$ cat src/rtl/dot_acc_pkg.sv
// rtl/dot_acc_pkg.sv - default widths, multiplier latency and FSM state type for the dot-product accumulator.
package dot_acc_pkg;

    localparam int PROD_W       = 16;
    localparam int ACC_W        = 24;
    localparam int LEN_W        = 8;
    localparam int MULT_LATENCY = 5;

    typedef enum logic [0:0] {
        IDLE  = 1'b0,
        ACCUM = 1'b1
    } state_t;

endpackage

$ cat src/rtl/valid_delay_line.sv
// rtl/valid_delay_line.sv - fixed-depth shift register tracking issued operand flags alongside the multiplier pipeline.
module valid_delay_line #(
    parameter int DEPTH     = 5,
    parameter int WIDTH     = 2,
    parameter int VALID_BIT = WIDTH - 1
) (
    input  logic             clk,
    input  logic             rst,
    input  logic [WIDTH-1:0] din,
    output logic [WIDTH-1:0] dout,
    output logic             occupied
);

    logic [WIDTH-1:0] stage [DEPTH];

    always_ff @(posedge clk) begin
        if (rst) begin
            for (int i = 0; i < DEPTH; i++) begin
                stage[i] <= '0;
            end
        end else begin
            stage[0] <= din;
            for (int i = 1; i < DEPTH; i++) begin
                stage[i] <= stage[i-1];
            end
        end
    end

    assign dout = stage[DEPTH-1];

    // Any valid bit still in the pipe means a product is in flight.
    always_comb begin
        occupied = 1'b0;
        for (int i = 0; i < DEPTH; i++) begin
            occupied = occupied | stage[i][VALID_BIT];
        end
    end

endmodule

$ cat src/rtl/dot_product_accumulator.sv
// rtl/dot_product_accumulator.sv - accumulates multiplier products into a dot product; DOT_ACC_SATURATE_EN selects saturation.
module dot_product_accumulator #(
    parameter int PROD_W       = dot_acc_pkg::PROD_W,
    parameter int ACC_W        = dot_acc_pkg::ACC_W,
    parameter int LEN_W        = dot_acc_pkg::LEN_W,
    parameter int MULT_LATENCY = dot_acc_pkg::MULT_LATENCY
) (
    input  logic              clk,
    input  logic              rst,
    input  logic              op_valid,
    input  logic              op_last,
    input  logic [PROD_W-1:0] prod,
    output logic              res_valid,
    input  logic              res_ready,
    output logic [ACC_W-1:0]  res_data,
    output logic [LEN_W-1:0]  res_count,
    output logic              res_ovf,
    output logic              overrun,
    output logic              busy
);

    import dot_acc_pkg::*;

    state_t           state;
    logic [ACC_W-1:0] acc;
    logic [LEN_W-1:0] cnt;
    logic             ovf;

    logic [1:0]       tap;
    logic             p_valid;
    logic             p_last;
    logic             in_flight;

    logic             accum;
    logic [ACC_W-1:0] acc_base;
    logic [LEN_W-1:0] cnt_base;
    logic [ACC_W:0]   sum;
    logic [ACC_W-1:0] acc_next;
    logic [LEN_W-1:0] cnt_next;
    logic             ovf_next;

    // op_last is masked here so a stray last flag never reaches the tap.
    valid_delay_line #(
        .DEPTH     (MULT_LATENCY),
        .WIDTH     (2),
        .VALID_BIT (1)
    ) u_delay (
        .clk      (clk),
        .rst      (rst),
        .din      ({op_valid, op_valid & op_last}),
        .dout     (tap),
        .occupied (in_flight)
    );

    assign p_valid = tap[1];
    assign p_last  = tap[0];

    always_comb begin
        accum    = (state == ACCUM);
        acc_base = accum ? acc : '0;
        cnt_base = accum ? cnt : '0;
        sum      = {1'b0, acc_base} + (ACC_W+1)'(prod);
        cnt_next = cnt_base + LEN_W'(1);
        ovf_next = (accum & ovf) | sum[ACC_W];
`ifdef DOT_ACC_SATURATE_EN
        // Once clamped, every later add carries again (or adds zero), so the clamp holds.
        acc_next = sum[ACC_W] ? '1 : sum[ACC_W-1:0];
`else
        acc_next = sum[ACC_W-1:0];
`endif
    end

    always_ff @(posedge clk) begin
        if (rst) begin
            state     <= IDLE;
            acc       <= '0;
            cnt       <= '0;
            ovf       <= 1'b0;
            res_valid <= 1'b0;
            res_data  <= '0;
            res_count <= '0;
            res_ovf   <= 1'b0;
            overrun   <= 1'b0;
        end else begin
            if (res_valid && res_ready) begin
                res_valid <= 1'b0;
            end
            if (p_valid) begin
                acc <= acc_next;
                cnt <= cnt_next;
                ovf <= ovf_next;
                if (p_last) begin
                    state <= IDLE;
                    // A completion coinciding with a transfer reloads the register.
                    if (!res_valid || res_ready) begin
                        res_valid <= 1'b1;
                        res_data  <= acc_next;
                        res_count <= cnt_next;
                        res_ovf   <= ovf_next;
                    end else begin
                        overrun <= 1'b1;
                    end
                end else begin
                    state <= ACCUM;
                end
            end
        end
    end

    assign busy = (state == ACCUM) | in_flight;

endmodule
$ cat config.mk
export PLATFORM = sky130hd
export DESIGN_NAME = dot_product_accumulator
export DESIGN_NICKNAME = d
export VERILOG_FILES = /design/src/rtl/dot_acc_pkg.sv /design/src/rtl/valid_delay_line.sv /design/src/rtl/dot_product_accumulator.sv
export SDC_FILE = /design/constraint.sdc
export NUM_CORES = 1
export LEC_CHECK = 0
export ABC_AREA = 1
export BUFFER_PORTS_ARGS = -buffer_cell sky130_fd_sc_hd__buf_2
export CAP_MARGIN = 20
export CELL_PAD_IN_SITES_DETAIL_PLACEMENT = 0
export CELL_PAD_IN_SITES_GLOBAL_PLACEMENT = 1
export CORE_AREA = 2 2 140 142
export CTS_BUF_LIST = sky130_fd_sc_hd__clkbuf_8
export CTS_CLUSTER_SIZE = 12
export DETAILED_ROUTE_END_ITERATION = 8
export DIE_AREA = 0 0 142 144
export PLACE_DENSITY_LB_ADDON = 0.1
export SLEW_MARGIN = 0
export SYNTH_ARGS = -nofsm -noshare
export SYNTH_HDL_FRONTEND = slang
export SYNTH_SLANG_ARGS = --single-unit
$ cat constraint.sdc
create_clock -name clk -period 4.13 [get_ports clk]
set_input_delay 0.413 -clock clk [delete_from_list [all_inputs] [get_ports clk]]
set_output_delay 0.413 -clock clk [all_outputs]
set_load 0.01 [all_outputs]
==> run metrics, run 1 <==
outcome=finished, final reports clean; Vias=4469; clock skew=0.00975 ns; total power=1580 uW; crit path DAT=3.04 ns; Die ar.=20400 sq um; setup TNS=0 ns; Via density=4.25; die height=144 um; initial core utilization=24.3%; slowest CP cell=buf_4; Clk pin slew, worst setup/hold paths=0.09 ns; clk sinks=79; min-delay worst type=in -> reg; R2R setup slack=1.37 ns; max-slew violations=0; vias in the first global route=4365; core area=19100 sq um; first-pass GRT wire length=22300 um; DR pass1 iterations=4; MaxCap Viol Count=0; CTS Buf Count=9; Syn Inst Count=762; CTS tree=built; drt drc=0; initial antenna violation count=0; top_reg_cell synth=dfxtp_1; Yosys reg bits=79; Synth-to-Final Area Change=16.1%; period utilization=66.9%; layout cells sized above 1=10.6%; Diodes inserted=0; number of I/O port buffers=56; Net count, final=847; antenna violation net count after detailed routing=0; Ys Warns=0; top cells by area, synth=dfxtp_1, nand2_1, inv_1, nor2_1, nand3_1; Die Wd=142 um; GP Congestion=0.796; Crit path top cell by count=nand2_1; WP data required=4.40 ns; clock buffer depth=2; CP max FO=41; Fin. Hold Viols=0; Avg Synthesized Cell Area=6.09 sq um; Synth top cells by count=nand2_1, inv_1, nor2_1; async set or reset register ratio after synthesis=0%; cts hold-fix bufs=0; Leak=0.00305 uW; Clk Latency, worst-skew pair=0.37 ns; routed len/inst=13.0 um; hpwl dp=9820 um; peak supply drop=0.121 mV; grt ovf=0; Root Driver=clkbuf_8; Total Wirelength=13600 um; syn nets=801; H-tree levels=3; crit-path cells=buf_4, nand2_1, inv_1, ha_1, fa_1, nand2_1, nand3_1, nand3_1, nand2_1, nand2_1, nand2_1, nand2_1, nand2_1, nand3_1, nand2_1, inv_1; Synth area leader=dfxtp_1; Pwr Density=294 nW/um^2; slowest stage delay, CP=0.44 ns; Slew headroom=51.6%; FMAX=362 MHz; # IOs=57; post-synth top area share=34.1%; sequential fraction of the synthesis area=34.1%; Post-CTS Resized=0; largest net degree at the start of global routing=62; most common cell in the synthesized netlist=nand2_1; synthesized area=4640 sq um; Final Critical Period=2.76 ns; RSZ-0062 raised after global routing=false; Slew @ Worst Pin=0.727 ns; final setup fails=0; Post-synth EDFFs=0; startpoint type of the worst setup path=flop; critical path class=reg -> reg; Site Rows=51; WHS=0.254 ns; number of distinct library cells after synthesis=29; Starting DRT DRC Count=192; crit end category=flop; GRT Resource Usage Total=14.0%; post-CTS setup buffer count=0
-- flip-flops by register name, summed over array words and instances (netlist names) --
signal and cells:
ovf 1, res_valid 1, res_data 24, accum 1, cnt 8, res_count 8, res_ovf 1, u_delay.stage 10
overrun 1, acc 24
-- routing by layer --
layer	GRT usage [%]	part of all wire, %
met5	0	0
met4	4.37	1.3
met3	2.48	3.0
met2	22.2	43
met1	19.4	52
-- layout make-up --
type | count | area [sq um]
inverters | 149 | 559
multi-input cells | 509 | 2390
repair buffers | 60 | 310
fillers | 2175 | 13700
well taps | 238 | 298
flip-flops and latches | 79 | 1580
clock buffers | 9 | 124
clock inverters | 7 | 120
-- critical path, delay by kind of cell (launching register included) --
kind	cells	cell delay [ns]
adders and majority gates	2	0.52
DFF	1	0.34
buffers and inverters	3	0.55
and+or+nand+nor	11	1.24
-- where the power goes --
group	switching (uW)	total, uW	leakage (uW)	internal (uW)
logic	57.2	83.4	0.00230	26.3
registers	4.17	772	0.000638	768
clock network	323	727	0.000120	404
total	385	1580	0.00305	1200
-- metrics by stage --
stage	worst slack (ns)	util, %	cells	cell area, sq um
floorplan	1.94	-	762	4640
global placement	1.36	26.9	1035	5140
detailed placement	1.39	26.9	1035	5140
CTS	1.38	28.2	1051	5380
global route	1.12	28.2	1051	5380
finish	1.37	28.2	1051	5380
-- final timing paths --
kind	endpoint	start	depth (start not counted)
setup / recovery	res_data[20]$_SDFFE_PP0P_	accum$_SDFFE_PP0P_	16
hold reg to reg	u_delay.stage[0][4]$_SDFF_PP0_	u_delay.stage[0][2]$_SDFF_PP0_	2
hold / removal	u_delay.stage[0][0]$_SDFF_PP0_	op_last	3
setup reg to reg	res_data[20]$_SDFFE_PP0P_	accum$_SDFFE_PP0P_	16
-- cell families (layout without fill, tap and decap cells) --
| kind of cell | after synthesis | in the layout | share of synthesized area [%] |
|---|---|---|---|
| buffers and inverters | 174 | 225 | 14.5 |
| flip-flops | 79 | 79 | 34.1 |
| AND/OR/NAND/NOR | 413 | 413 | 36.6 |
| adder cells (fa/ha/maj) | 18 | 18 | 5.02 |
| AO/OA/AOI/OAI | 66 | 66 | 7.58 |
| XOR/XNOR | 12 | 12 | 2.27 |
-- layout by cell type (no fill, tap or decap), types with 2 or more instances in the layout --
master / n
nand2_1: 183
inv_1: 148
nor2_1: 147
dfxtp_1: 79
buf_2: 56
nand3_1: 55
o21ai_0: 31
a21oi_1: 21
ha_1: 17
xor2_1: 11
clkbuf_8: 9
nor3_1: 7
nand4_1: 7
o211ai_1: 5
nand3b_1: 4
o21ai_1: 4
buf_4: 4
nor2_2: 3
nand3_2: 3
bufinv_16: 3
a21o_1: 2
a31oi_1: 2
(Power assumes the default switching activity.)
==> run 2: changes to the inputs <==
Clock period 4.13 ns to 2.9 ns, I/O delays scaled along.
==> run 2 against run 1 <==
Against the previous run: combinational power is 44% higher; largest power group unchanged; critical path type unchanged; global-route usage rose by 0.35 points; largest cell class unchanged; register-to-register slack got worse by 0.86 ns; worst hold slack worse by 0.14 ns; sequential cell count unchanged; sequential share of layout area rose by 0.32 points; total power increased by 24%.
==> run metrics, run 2 (same netlist as run 1, synthesis figures left out) <==
routed len/inst=13.3 um (was 13.0 um); core area=19100 sq um (unchanged); first-pass GRT wire length=22600 um (was 22300 um); Slew headroom=59.6% (was 51.6%); Clk pin slew, worst setup/hold paths=0.08 ns (was 0.09 ns); min-delay worst type=in -> reg (unchanged); hpwl dp=10500 um (was 9820 um); # IOs=57 (unchanged); max-slew violations=0 (unchanged); MaxCap Viol Count=0 (unchanged); Die Wd=142 um (unchanged); clock buffer depth=2 (unchanged); H-tree levels=3 (unchanged); Via density=4.24 (was 4.25); Die ar.=20400 sq um (unchanged); Total Wirelength=14000 um (was 13600 um); R2R depth=15 (was 16); post-CTS setup buffer count=0 (unchanged); peak supply drop=0.163 mV (was 0.121 mV); WP data required=3.18 ns (was 4.40 ns); cts hold-fix bufs=0 (unchanged); Diodes inserted=0 (unchanged); Vias=4470 (was 4469); Root Driver=clkbuf_8 (unchanged); startpoint type of the worst setup path=flop (unchanged); CTS Buf Count=9 (unchanged); GP Congestion=0.847 (was 0.796); setup TNS=0 ns (unchanged); most common cell after layout, fill and taps aside=nand2_1 (unchanged); Slew @ Worst Pin=0.605 ns (was 0.727 ns); RSZ-0062 raised after global routing=false (unchanged); crit end category=flop (unchanged); RR Startpoint=accum$_SDFFE_PP0P_ (unchanged); number of I/O port buffers=56 (unchanged); Post-CTS Resized=0 (unchanged); R2R setup slack=0.50 ns (was 1.37 ns); Fin. Hold Viols=0 (unchanged); initial core utilization=24.3% (unchanged); CTS tree=built (unchanged); vias in the first global route=4256 (was 4365); Synth-to-Final Area Change=14.8% (was 16.1%); clock skew=0.0123 ns (was 0.00975 ns); Starting DRT DRC Count=194 (was 192); commonest non-fill, non-tap cells in the layout=nand2_1, inv_1, nor2_1 (unchanged); Clk Latency, worst-skew pair=0.38 ns (was 0.37 ns); CP max FO=8 (was 41); biggest registers after layout=acc x24, res_data x24, u_delay.stage x10 (unchanged); grt ovf=0 (unchanged); R2R Path End=acc[20]$_SDFFE_PP0P_ (was res_data[20]$_SDFFE_PP0P_); critical path class=reg -> reg (unchanged); Pwr Density=368 nW/um^2 (was 294 nW/um^2); Worst Hold Launch=op_last (unchanged); crit path DAT=2.68 ns (was 3.04 ns); Final Critical Period=2.40 ns (was 2.76 ns); drt drc=0 (unchanged); layout cells sized above 1=10.5% (was 10.6%); Min-Delay Endpoint=u_delay.stage[0][0]$_SDFF_PP0_ (unchanged); Net count, final=851 (was 847); initial antenna violation count=0 (unchanged); FMAX=417 MHz (was 362 MHz); largest net degree at the start of global routing=52 (was 62); final core occ=27.9% (was 28.2%); clk sinks=79 (unchanged); final setup fails=0 (unchanged); die height=144 um (unchanged); Leak=0.00304 uW (was 0.00305 uW); DR pass1 iterations=4 (unchanged); antenna violation net count after detailed routing=0 (unchanged); Site Rows=51 (unchanged); GRT Resource Usage Total=14.3% (was 14.0%); period utilization=82.7% (was 66.9%); number of stages on the worst hold path=3 (unchanged); outcome=finished, final reports clean (unchanged)
## run 2: cell count changes in the layout (fill, tap and decap cells not counted)
cell       previous run  this run
inv_6                 1         0
bufinv_16             3         0
buf_4                 4         8
inv_1               148       151
## run 2: area by class of cell
type,count,area [sq um]
clock buffer,9,124
fill,2192,13800
inverter,149,559
tap,238,298
sequential,79,1580
multi-input combinational,509,2390
timing repair buffer,64,340
clock inverter,6,32.5
## run 2: worst max-delay path by stage
stage,from,endpoint,slack (ns),depth (start not counted)
6_report,accum$_SDFFE_PP0P_,acc[20]$_SDFFE_PP0P_,0.50,15
5_1_grt,accum$_SDFFE_PP0P_,acc[20]$_SDFFE_PP0P_,0.22,16
4_1_cts,accum$_SDFFE_PP0P_,acc[20]$_SDFFE_PP0P_,0.45,15
3_5_place_dp,accum$_SDFFE_PP0P_,acc[20]$_SDFFE_PP0P_,0.47,15
3_3_place_gp,accum$_SDFFE_PP0P_,acc[13]$_SDFFE_PP0P_,0.50,14
2_1_floorplan,accum$_SDFFE_PP0P_,acc[13]$_SDFFE_PP0P_,0.71,16
## run 2: metrics by stage
step                power (uW)  worst slack, ns  area (sq um)  std cells  hold slack [ns]
floorplan                 1200            0.714          4640        762            0.388
global placement          1250            0.500          5170       1039            0.391
detailed placement        1250            0.473          5170       1039            0.395
CTS                       2010            0.455          5330       1054           0.0972
global route              2060            0.223          5330       1054            0.112
finish                    1960            0.503          5330       1054            0.116
## run 2: where the power goes
group,internal [uW],switching (uW)
clock network,298,446
logic,38.1,82.0
registers,1090,5.97
## run 2: metal layers
metal | GRT usage [%] | up-vias | wire length [um]
li1 | - | 2410 | -
met1 | 19.5 | 1991 | 7250
met2 | 23.2 | 58 | 6180
met3 | 1.89 | 11 | 349
met4 | 5.37 | 0 | 211
met5 | 0 | - | 0
## run 2: critical path: stages (launching register included)
cell and delay [ns]:
dfxtp_1 0.39, buf_4 0.19, nand2_1 0.06, inv_1 0.04, ha_1 0.22, fa_1 0.45
nand2_1 0.09, nand3_1 0.09, nand3_1 0.13, nand2_1 0.10, nand2_1 0.07, nand2_1 0.15
nand3_1 0.14, nand3_1 0.08, nand2_1 0.08, inv_1 0.04
==> run 3: changes to the inputs <==
Settings changed: ABC_AREA 1 to 0, CORE_AREA 2 2 140 142 to 2 2 136 138, DIE_AREA 0 0 142 144 to 0 0 138 140.
Clock period 2.9 ns to 1.95 ns, I/O delays scaled along.
==> run 3 against run 2 <==
Against the previous run: the flow now finishes with violations (negative setup slack); register-to-register slack got worse by 1.2 ns; total power up 60%; via count rose by 1.1%; utilization grew 10 points; combinational power up 130%; cell count is 13% lower; first-iteration DRC count increased by 3.6%; highest routed layer unchanged.
==> run metrics, run 3 <==
Synth-to-Final Area Change=55.4% (was 14.8%); CTS Buf Count=9 (unchanged); Top delay family on crit path=compound AO/OA/AOI/OAI gates (was simple AND/OR/NAND/NOR gates); R2R Path End=res_data[18]$_SDFFE_PP0P_ (was acc[20]$_SDFFE_PP0P_); hpwl dp=10700 um (was 10500 um); outcome=finished, violations left (was finished, final reports clean); drt drc=0 (unchanged); antenna violation net count after detailed routing=0 (unchanged); initial antenna violation count=0 (unchanged); PnR worst setup slack=-0.664 ns (was 0.503 ns); routed len/inst=16.6 um (was 13.3 um); final core occ=38.1% (was 27.9%); syn nets=573 (was 801); H-tree levels=3 (unchanged); top_reg_cell synth=dfxtp_1 (unchanged); Clk Latency, worst-skew pair=0.39 ns (was 0.38 ns); Post-synth EDFFs=0 (unchanged); synthesized area=4360 sq um (was 4640 sq um); Slew @ Worst Pin=0.505 ns (was 0.605 ns); R2R setup slack=-0.66 ns (was 0.50 ns); die height=140 um (was 144 um); Clk pin slew, worst setup/hold paths=0.10 ns (was 0.08 ns); first-pass GRT wire length=24300 um (was 22600 um); WP data required=2.23 ns (was 3.18 ns); CP bufs+invs=4 (was 3); Min-Delay Endpoint=u_delay.stage[0][0]$_SDFF_PP0_ (unchanged); peak supply drop=0.264 mV (was 0.163 mV); grt ovf=0 (unchanged); failing checks=negative setup slack; final setup fails=42 (was 0); Synth area leader=dfxtp_1 (unchanged); max-slew violations=0 (unchanged); MaxCap Viol Count=0 (unchanged); post-synth top area share=36.3% (was 34.1%); most common cell in the synthesized netlist=dfxtp_1 (was nand2_1); slowest CP cell=fa_2 (was fa_1); Via density=4.91 (was 4.24); crit-path cells=buf_6, and2_4, fa_2, a21o_1, a31o_4, a211oi_4, o21ai_4, buf_4, buf_6, buf_4, nand4_1, a311oi_2 (was buf_4, nand2_1, inv_1, ha_1, fa_1, nand2_1, nand3_1, nand3_1, nand2_1, nand2_1, nand2_1, nand3_1, nand3_1, nand2_1, inv_1); RR Startpoint=accum$_SDFFE_PP0P_ (unchanged); crit path from=accum$_SDFFE_PP0P_ (unchanged); most common cell after layout, fill and taps aside=buf_4 (was nand2_1); R2R depth=12 (was 15); top cells by area, synth=dfxtp_1, nand2_1, ha_1, a21oi_1, nor2_1 (was dfxtp_1, nand2_1, inv_1, nor2_1, nand3_1); number of distinct library cells after synthesis=65 (was 29); Slew headroom=66.2% (was 59.6%); Site Rows=49 (was 51); number of I/O port buffers=56 (unchanged); Leak=0.00257 uW (was 0.00304 uW); startpoint type of the worst setup path=flop (unchanged); sequential fraction of the synthesis area=36.3% (was 34.1%); Final Critical Period=2.61 ns (was 2.40 ns); initial core utilization=24.5% (was 24.3%); clk sinks=79 (unchanged); Worst Hold Launch=op_last (unchanged); Diodes inserted=0 (unchanged); vias in the first global route=4551 (was 4256); Layout Cells excl Fill=920 (was 1054); Syn Inst Count=534 (was 762); async set or reset register ratio after synthesis=0% (unchanged); core area=17800 sq um (was 19100 sq um); Total Wirelength=15300 um (was 14000 um); Pwr Density=465 nW/um^2 (was 368 nW/um^2); Avg Synthesized Cell Area=8.17 sq um (was 6.09 sq um); clock buffer depth=2 (unchanged); FMAX=383 MHz (was 417 MHz); commonest non-fill, non-tap cells in the layout=buf_4, dfxtp_1, nand2_1 (was nand2_1, inv_1, nor2_1); Synth top cells by count=dfxtp_1, nand2_1, nor2_1 (was nand2_1, inv_1, nor2_1); Starting DRT DRC Count=201 (was 194); largest net degree at the start of global routing=56 (was 52); Net count, final=725 (was 851); min-delay worst type=in -> reg (unchanged); critical path class=reg -> reg (unchanged); dpl cells=876 (was 1039); crit end category=flop (unchanged); GP Congestion=0.789 (was 0.847); period utilization=134% (was 82.7%); CTS tree=built (unchanged); WHS=0.0130 ns (was 0.116 ns); GRT Resource Usage Total=15.8% (was 14.3%); Area after DPL=5670 sq um (was 5170 sq um); layout cells sized above 1=46.5% (was 10.5%); biggest registers after layout=acc x24, res_data x24, u_delay.stage x10 (unchanged); number of stages on the worst hold path=2 (was 3); Final Cell Area=6780 sq um (was 5330 sq um); DR pass1 iterations=4 (unchanged); Root Driver=clkbuf_8 (unchanged); Die Wd=138 um (was 142 um); total power=3150 uW (was 1960 uW); crit path DAT=2.89 ns (was 2.68 ns); Fin. Hold Viols=0 (unchanged); Die ar.=19300 sq um (was 20400 sq um); clock skew=0.0142 ns (was 0.0123 ns); CP max FO=8 (unchanged); # IOs=57 (unchanged); cts hold-fix bufs=0 (unchanged); Vias=4518 (was 4470); RSZ-0062 raised after global routing=true (was false); Ys Warns=0 (unchanged); Yosys reg bits=79 (unchanged); slowest stage delay, CP=0.39 ns (was 0.45 ns)
==> run 3: cell types whose count changed after synthesis, moves of 16 or more <==
cell / delta
nor2_1: -97
nand3_1: -32
a21oi_1: +17
nand2_1: -118
a211oi_1: +16
inv_1: -142
and2_1: +19
==> run 3: worst max-delay path by stage <==
stage / endpoint / slack (ns) / cells after the start
after floorplan: acc[22]$_SDFFE_PP0P_ / -0.85 / 12
after global placement: acc[8]$_SDFFE_PP0P_ / -0.77 / 10
after detailed placement: acc[22]$_SDFFE_PP0P_ / -0.83 / 9
after CTS: acc[22]$_SDFFE_PP0P_ / -0.71 / 9
after global routing: acc[22]$_SDFFE_PP0P_ / -0.77 / 9
final: res_data[18]$_SDFFE_PP0P_ / -0.66 / 12
==> run 3: what timing repair did <==
action                                  in CTS  in global routing
resized for setup                           66                 79
endpoints found under the setup margin      40                 43
buffers inserted                            16                 13
pin swaps                                   48                 38
==> run 3: power breakdown <==
| group | switching, uW | total (uW) | internal (uW) |
|---|---|---|---|
| Sequential | 4.30 | 1620 | 1620 |
| Combinational | 157 | 281 | 123 |
| Clock | 729 | 1240 | 515 |
| Total | 891 | 3150 | 2260 |
==> run 3: cell type report <==
type | instances | area, sq um
fill | 1850 | 11000
multi-input combinational | 412 | 3410
clock buffer | 10 | 138
sequential | 79 | 1590
tap | 229 | 287
clock inverter | 6 | 51.3
inverter | 8 | 35.0
timing repair buffer | 176 | 1270
==> run 3: worst register-to-register path, cell delays in order, from the launching register on <==
cell and delay (ns):
dfxtp_4 0.37, buf_6 0.14, and2_4 0.14, fa_2 0.39
a21o_1 0.21, a31o_4 0.24, a211oi_4 0.29, o21ai_4 0.13
buf_4 0.17, buf_6 0.11, buf_4 0.12, nand4_1 0.10
a311oi_2 0.10
==> run 3: routing by layer <==
| layer | routed length, um | track usage, % | share of wire [%] | up-vias |
|---|---|---|---|---|
| met5 | 0 | 0 | 0 | - |
| met4 | 276 | 5.26 | 1.8 | 0 |
| met3 | 433 | 2.91 | 2.8 | 22 |
| met2 | 7390 | 26.3 | 48 | 67 |
| met1 | 7200 | 20.7 | 47 | 2179 |
| li1 | - | - | - | 2250 |
==> run 3: cells by family after synthesis <==
group                    count (synthesis)  synth area share (%)
AND/OR/NAND/NOR                        228                  25.8
XOR/XNOR                                13                  2.61
adder cells (fa/ha/maj)                 18                  5.34
flip-flops                              79                  36.3
AO/OA/AOI/OAI                          143                  23.2
multiplexers                            10                  2.29
buffers and inverters                   43                  4.56
==> run 3: through the flow <==
step	setup WS [ns]	setup TNS (ns)
3_5_place_dp	-0.833	-23.80
4_1_cts	-0.710	-20.03
3_3_place_gp	-0.765	-21.35
6_report	-0.664	-20.97
2_1_floorplan	-0.853	-18.21
5_1_grt	-0.773	-25.19
